`config.mk`:
```
export PLATFORM = sky130hd
export DESIGN_NAME = pwm_sequencer
export DESIGN_NICKNAME = d
export VERILOG_FILES = /design/src/rtl/pwm_sequencer.sv
export SDC_FILE = /design/constraint.sdc
export NUM_CORES = 1
export LEC_CHECK = 0
export CAP_MARGIN = 20
export CORE_ASPECT_RATIO = 0.9
export CORE_UTILIZATION = 57
export DETAILED_ROUTE_END_ITERATION = 8
export PLACE_DENSITY = 0.74
export SYNTH_ARGS = -nofsm -noshare
export SYNTH_HDL_FRONTEND = slang
export SYNTH_SLANG_ARGS = --single-unit
```
`constraint.sdc`:
```
create_clock -name clk -period 2.93 [get_ports clk]
set_clock_uncertainty 0.1 [all_clocks]
set_input_delay 0.293 -clock clk [delete_from_list [all_inputs] [get_ports clk]]
set_output_delay 0.293 -clock clk [all_outputs]
set_load 0.05 [all_outputs]
```
`src/rtl/pwm_sequencer.sv`:
```
// 16-channel LED PWM with a shared prescaler/phase counter and per-channel static or ramp duty.
// Latency: led registered one cycle after the phase/duty state; duty writes commit at the next period boundary.
// Backpressure: wr_ready drops only in the boundary cycle and during reset; a held request is taken the cycle after.
module pwm_sequencer #(
   parameter int unsigned PRESCALE = 390,
   parameter logic [7:0]  STEP     = 8'd4
) (
   input  logic        clk,
   input  logic        rst,
   input  logic [15:0] sw,
   input  logic        wr_valid,
   output logic        wr_ready,
   input  logic [3:0]  wr_ch,
   input  logic        wr_mode,
   input  logic [7:0]  wr_duty,
   output logic [15:0] led,
   output logic        period_tick
);

   localparam logic [15:0] PRE_MAX = 16'(PRESCALE - 1);

   // Shared timebase
   logic [15:0] pre_q, pre_d;
   logic [7:0]  phase_q, phase_d;
   logic        boundary;

   // Per-channel active state (dir: 0 = up, 1 = down) and staged writes
   logic [15:0][7:0] duty_q, duty_d;
   logic [15:0]      mode_q, mode_d;
   logic [15:0]      dir_q, dir_d;
   logic [15:0]      pending_q, pending_d;
   logic [15:0][7:0] shd_duty_q, shd_duty_d;
   logic [15:0]      shd_mode_q, shd_mode_d;

   // Registered outputs
   logic [15:0] led_q, led_d;
   logic        tick_q, tick_d;

   logic        wr_fire;
   logic [8:0]  sum9;
   logic [8:0]  diff9;

   // Prescaler and phase counter; boundary is the last prescale cycle of phase 255
   always_comb begin
      pre_d    = pre_q + 16'd1;
      phase_d  = phase_q;
      boundary = 1'b0;
      if (pre_q == PRE_MAX) begin
         pre_d   = 16'd0;
         phase_d = phase_q + 8'd1;
         if (phase_q == 8'hFF) begin
            boundary = 1'b1;
         end
      end
      tick_d = boundary;
   end

   assign wr_ready = !rst && !boundary;
   assign wr_fire  = wr_valid && wr_ready;

   // Channel update: commit pending shadows or step ramps at the boundary, capture writes otherwise
   always_comb begin
      duty_d     = duty_q;
      mode_d     = mode_q;
      dir_d      = dir_q;
      pending_d  = pending_q;
      shd_duty_d = shd_duty_q;
      shd_mode_d = shd_mode_q;
      sum9       = 9'd0;
      diff9      = 9'd0;
      for (int i = 0; i < 16; i++) begin
         if (boundary) begin
            if (pending_q[i]) begin
               // A fresh write always wins over the ramp step of this period
               duty_d[i]    = shd_duty_q[i];
               mode_d[i]    = shd_mode_q[i];
               dir_d[i]     = 1'b0;
               pending_d[i] = 1'b0;
            end else if (mode_q[i]) begin
               sum9  = {1'b0, duty_q[i]} + {1'b0, STEP};
               diff9 = {1'b0, duty_q[i]} - {1'b0, STEP};
               if (!dir_q[i]) begin
                  if (sum9 >= 9'd255) begin
                     duty_d[i] = 8'hFF;
                     dir_d[i]  = 1'b1;
                  end else begin
                     duty_d[i] = sum9[7:0];
                  end
               end else begin
                  // diff9[8] set means the subtraction went below zero
                  if (diff9[8] || (diff9 == 9'd0)) begin
                     duty_d[i] = 8'h00;
                     dir_d[i]  = 1'b0;
                  end else begin
                     duty_d[i] = diff9[7:0];
                  end
               end
            end
         end
         // wr_ready is low on the boundary, so a capture never collides with a commit
         if (wr_fire && (wr_ch == 4'(i))) begin
            shd_duty_d[i] = wr_duty;
            shd_mode_d[i] = wr_mode;
            pending_d[i]  = 1'b1;
         end
      end
   end

   // PWM compare against the current phase, masked by the live switch inputs
   always_comb begin
      led_d = '0;
      for (int i = 0; i < 16; i++) begin
         led_d[i] = (phase_q < duty_q[i]) & sw[i];
      end
   end

   // State registers with synchronous reset
   always_ff @(posedge clk) begin
      if (rst) begin
         pre_q      <= '0;
         phase_q    <= '0;
         duty_q     <= '0;
         mode_q     <= '0;
         dir_q      <= '0;
         pending_q  <= '0;
         shd_duty_q <= '0;
         shd_mode_q <= '0;
         led_q      <= '0;
         tick_q     <= 1'b0;
      end else begin
         pre_q      <= pre_d;
         phase_q    <= phase_d;
         duty_q     <= duty_d;
         mode_q     <= mode_d;
         dir_q      <= dir_d;
         pending_q  <= pending_d;
         shd_duty_q <= shd_duty_d;
         shd_mode_q <= shd_mode_d;
         led_q      <= led_d;
         tick_q     <= tick_d;
      end
   end

   assign led         = led_q;
   assign period_tick = tick_q;

endmodule

```
==> results of run 1 <==
## final cells by class
class,count,area (µm²)
fill,3454,13500
tap,525,657
sequential,361,7230
multi-input combinational,2245,14000
timing repair buffer,139,1270
inverter,152,571
clock buffer,47,1100
clock inverter,18,243
## flip-flops by register name (all words and copies together), names as in the netlist
register,flops
duty_q,128
shd_duty_q,128
dir_q,16
led,16
mode_q,16
pending_q,16
pre_q,16
shd_mode_q,16
phase_q,8
period_tick,1
## how the worst max path moves through the flow
stage                                   start                     endpoint  slack [ns]  depth (start not counted)
after floorplan           pre_q[9]$_SDFF_PP0_      duty_q[49]$_SDFFE_PP0P_        0.06                          8
after global placement    pre_q[9]$_SDFF_PP0_      duty_q[49]$_SDFFE_PP0P_        0.02                          6
after detailed placement  pre_q[9]$_SDFF_PP0_      duty_q[49]$_SDFFE_PP0P_       -0.08                          6
after CTS                 pre_q[8]$_SDFF_PP0_                     wr_ready        0.02                          6
after global routing      pre_q[1]$_SDFF_PP0_  shd_duty_q[80]$_SDFFE_PP0P_       0.002                         10
final                     pre_q[8]$_SDFF_PP0_                     wr_ready        0.08                          6
## worst max-delay path: cells and delay by family (launching register included)
family | cells | cell delay (ns)
buf+inv | 2 | 0.38
flops | 1 | 0.38
simple gates | 4 | 1.11
## power breakdown
part / switching, mW / total, mW / leakage (nW) / internal (mW)
registers: 0.0306 / 4.96 / 2.91 / 4.93
logic: 0.253 / 0.363 / 5.22 / 0.110
clock network: 2.14 / 5.25 / 0.648 / 3.12
## layer usage
metal,global-route usage [%],routed length (µm)
met3,5.93,5580
met5,0,0
met1,45.7,29900
met4,12.2,2240
met2,52.6,30200
## what timing repair did
item	4_1_cts	5_1_grt
gates resized for setup	5	4
pin swaps	1	0
cloned	1	0
setup buffers	1	0
endpoints found under the setup margin	2	3
## synth_stat cells, types with 37 or more instances
cell type	instances
nand2_1	476
dfxtp_1	361
a21oi_1	277
nor2_1	182
ha_1	179
inv_1	147
clkbuf_1	134
o21ai_0	132
nand3_1	113
xnor2_1	72
a211oi_1	68
nor3_1	68
a31oi_1	60
a21o_1	43
and3_1	37
## through the flow
step                setup slack [ns]  setup TNS, ns  total power, mW  util, %
global route                 0.00206              0             10.9     65.0
finish                        0.0800              0             10.6     65.0
floorplan                     0.0610              0             5.25        -
detailed placement           -0.0806        -0.0806             5.42     61.3
CTS                           0.0159              0             10.6     64.9
global placement              0.0214              0             5.41     61.3
## kinds of logic after synthesis
kind of cell	after synthesis	share of synthesized area, %
compound gates	853	24.7
xor+xnor	95	3.70
fa+ha+maj	179	9.95
buf+inv	333	5.71
flops	361	32.1
mux	27	1.25
simple gates	1091	22.6
==> results_dict.tcl, run 1 <==
set metrics [dict create \
    synth_area_leaders "dfxtp_1, ha_1, nand2_1" \
    area_growth_pct 11.5 \
    worst_setup_path_start_kind "register" \
    clock-sinks 361 \
    num_vias 21833 \
    cp_data_required_time_ns 2.54 \
    clock_latency_ns 0.55 \
    antenna_found_initial 0 \
    synth-seq-cells 361 \
    first_iter_violations 2074 \
    syn_avg_cell_area_um2 7.66 \
    finalSetupViolations 0 \
    grt_max_degree 167 \
    slew_violations 0 \
    overflow 0 \
    yosysTopAreaCell "dfxtp_1" \
    root_buffer "clkbuf_16" \
    gp_congestion 0.946 \
    ff2ff_setup_slack_ns 0.08 \
    fmax_mhz 351 \
    dr.pass1.iters 7 \
    synth_area_um2 22500 \
    antenna-diode-count 0 \
    end_kind "output pin" \
    critPathSlowestCell "or4b_4" \
    cts_buffers 40 \
    dpl.cell_count 3419 \
    async_reset_ff_share_pct 0 \
    ant_nets 0 \
    cts_tree "built" \
    min_to "led[6]$_SDFF_PP0_" \
    final_area_um2 25100 \
    port-buffer-count 49 \
    cp.arrival_ns 2.46 \
    tightest_slew_ns 0.955 \
    hold_ws_ns 0.177 \
    hpwlAfterDp_um 44900 \
    holdCritPathClass "input port to register" \
    min_path_cells 3 \
    dpl-instance-area_um2 23700 \
    power_density_nw_per_um2 421 \
    ff2ff_path_depth 6 \
    nNetsFinal 3150 \
    rsz0062_at_grt "no" \
    r2r-start "pre_q[8]$_SDFF_PP0_" \
    cts_max_path_buffers 3 \
    start_util_pct 58.2 \
    grt_first_pass_wirelength_um 108000 \
    gr-usage-all-layers_pct 33.4 \
    htreeDepth 2 \
    postRouteWirelength_um 67900 \
    yosys_most_used_dff "dfxtp_1" \
    wl_per_cell_um 19.5 \
    hold_start "sw[6]" \
    yosys_warnings 0 \
    max_stage_delay_ns 0.51 \
    drv_cap 0 \
    outcome "finished clean" \
    min_period_over_period_pct 97.3 \
    synth_fp_nets 3150 \
    fp.dieW_um 211 \
    final-hold-violation-count 0 \
    path_max_fanout 19 \
    first_global_vias 20206 \
    peakVddDrop_uv 385 \
    mostFrequentLayoutCells "nand2_1, dfxtp_1, a21oi_1" \
    ios 50 \
    drc_errors 0 \
    die_area_um2 40300 \
    slew_headroom_pct 35.8 \
    die_h_um 190 \
    synth_seq_area_share_pct 32.1 \
    drive_above_1_share_pct 6.89 \
    rows 68 \
    synth.top_cell.area_share_pct 32.1 \
    yosysUniqueCellTypes 83 \
    path_cells "or4b_4 > nor4_2 > and2_4 > buf_12 > nor2_4 > buf_6" \
    crit_type "register to output pin" \
    period_minus_slack_ns 2.85 \
    coreArea_um2 38600 \
    path_clk_slew_ns 0.06 \
    rr_endpoint "duty_q[49]$_SDFFE_PP0P_" \
    viasPerCell 6.26 \
    layout_commonest_cell "nand2_1" \
    leakagePower_nw 8.78 \
    synth_edf_count 0 \
    ctsHoldBuffers 0 \
    synth_cells 2939 \
    finalNonFillerCells 3487 \
]
No activity file was read; power rests on OpenSTA's default activity.
==> run 2, diff against run 1 <==
--- a/config.mk
+++ b/config.mk
@@ -9,7 +9,7 @@
 export CORE_ASPECT_RATIO = 0.9
 export CORE_UTILIZATION = 57
 export DETAILED_ROUTE_END_ITERATION = 8
-export PLACE_DENSITY = 0.74
+export PLACE_DENSITY = 0.75
 export SYNTH_ARGS = -nofsm -noshare
 export SYNTH_HDL_FRONTEND = slang
 export SYNTH_SLANG_ARGS = --single-unit
==> run 2 against run 1 <==
Against the previous run:
- global-route usage increased by 0.56 points
- die area did not move
- clock power decreased by 2%
- total power decreased by 0.89%
- core utilization is 0.33 points higher
- via count is 1.2% higher
- non-clock buffer count increased by 22
- wire length up 1.8%
==> results_dict.tcl, run 2 (synthesized netlist as in run 1, its figures left out) <==
set metrics [dict create \
    overflow 0 \
    power_density_nw_per_um2 416 \
    grt_max_degree 185 \
    cts_max_path_buffers 3 \
    finalSetupViolations 0 \
    leakagePower_nw 8.89 \
    drive_above_1_share_pct 7.43 \
    internal-power_mw 8.09 \
    r2r-start "pre_q[5]$_SDFF_PP0_" \
    fmax_mhz 351 \
    outcome "finished clean" \
    hold_start "sw[3]" \
    cts_buffers 39 \
    fp.dieW_um 211 \
    max_stage_delay_ns 0.53 \
    gp_congestion 0.931 \
    slew_violations 0 \
    wl_per_cell_um 19.7 \
    ant_nets 0 \
    antenna_found_initial 1 \
    end_kind "output pin" \
    viasPerCell 6.29 \
    drv_cap 0 \
    num_vias 22096 \
    crit_type "register to output pin" \
    p_seq_share_pct 47.3 \
    cts_tree "built" \
    first_iter_violations 2136 \
    path_cells "or4b_4 > buf_4 > nor4_4 > and2_4 > buf_12 > nor2_2 > buf_6" \
    grt_first_pass_wirelength_um 110000 \
    period_minus_slack_ns 2.85 \
    nNetsFinal 3171 \
    gr-usage-all-layers_pct 34.0 \
    rows 68 \
    start_util_pct 58.2 \
    ios 50 \
    hpwlAfterDp_um 44800 \
    coreArea_um2 38600 \
    switching_share_pct 22.8 \
    clock_latency_ns 0.54 \
    htreeDepth 2 \
    worst_setup_path_start_kind "register" \
    fin_setup_tns_ns 0 \
    layout_commonest_cell "nand2_1" \
    cp-startpoint "pre_q[9]$_SDFF_PP0_" \
    p_sw_mw 2.39 \
    clock_power_share_pct 49.2 \
    path_max_fanout 10 \
    pwr-share-comb_pct 3.5 \
    hold_ws_ns 0.190 \
    antenna-diode-count 0 \
    dr.pass1.iters 6 \
    cp_top_family "simple AND/OR/NAND/NOR gates" \
    cp.buffers_inverters 3 \
    peakVddDrop_uv 365 \
    slew_headroom_pct 34.2 \
    port-buffer-count 49 \
    path_clk_slew_ns 0.06 \
    power.total_mw 10.5 \
    mostFrequentLayoutCells "nand2_1, dfxtp_1, a21oi_1" \
    cp.arrival_ns 2.45 \
    cp_data_required_time_ns 2.54 \
    min_period_over_period_pct 97.2 \
    area_growth_pct 12.1 \
    utilization_pct 65.3 \
    die_h_um 190 \
    reg_top3 "duty_q x128, shd_duty_q x128" \
    critPathSlowestCell "or4b_4" \
    clock-sinks 361 \
    holdCritPathClass "input port to register" \
    postRouteWirelength_um 69100 \
    finalNonFillerCells 3513 \
    final-hold-violation-count 0 \
    drc_errors 0 \
    tightest_slew_ns 0.987 \
    first_global_vias 20602 \
    rsz0062_at_grt "no" \
    die_area_um2 40300 \
    dpl.cell_count 3432 \
    root_buffer "clkbuf_16" \
]
run 2: tightest hold or removal path, cell delays in order:
cell,delay [ns]
clkdlybuf4s50_1,0.39
nand3_1,0.06
a31oi_1,0.04
run 2: final timing paths:
check | to | cells after the start | slack (ns)
max reg2reg | duty_q[49]$_SDFFE_PP0P_ | 6 | 0.09
min | led[3]$_SDFF_PP0_ | 3 | 0.19
min reg2reg | shd_duty_q[84]$_SDFFE_PP0P_ | 2 | 0.36
max | wr_ready | 7 | 0.08
run 2: layout make-up:
type                            instances  area, µm²
Timing Repair Buffer                  161       1430
Clock inverter                         12        146
Fill cell                            3424      13400
Clock buffer                           57       1180
Inverter                              152        571
Tap cell                              525        657
Sequential cell                       361       7230
Multi-Input combinational cell       2245      14000
run 2: layer usage:
layer,routed length (µm),GRT usage [%],up-vias
li1,-,-,10602
met5,0,0,-
met1,30200,46.4,10385
met3,5950,6.06,159
met2,30500,53.4,950
met4,2430,12.6,0
run 2: metrics by stage:
stage	worst slack, ns	area [µm²]
floorplan	0.0610	22500
global placement	0.0802	23700
detailed placement	0.0408	23700
CTS	0.000600	25100
global route	0.00371	25200
finish	0.0835	25200
run 2: timing repair:
item,in CTS,in global routing
buffers inserted,1,8
hold buffers,1,0
cloned,1,0
endpoints found under the hold margin,21,0
setup endpoints to repair,2,22
gates resized for setup,4,4
pin swaps,1,3
run 2: power by group through the flow:
stage          Combinational, mW  Clock (mW)  Sequential (mW)
2_1_floorplan              0.202           0             5.05
3_3_place_gp               0.348           0             5.07
3_5_place_dp               0.353           0             5.07
4_1_cts                    0.356        5.21             4.96
5_1_grt                    0.384        5.40             4.96
6_report                   0.366        5.16             4.96
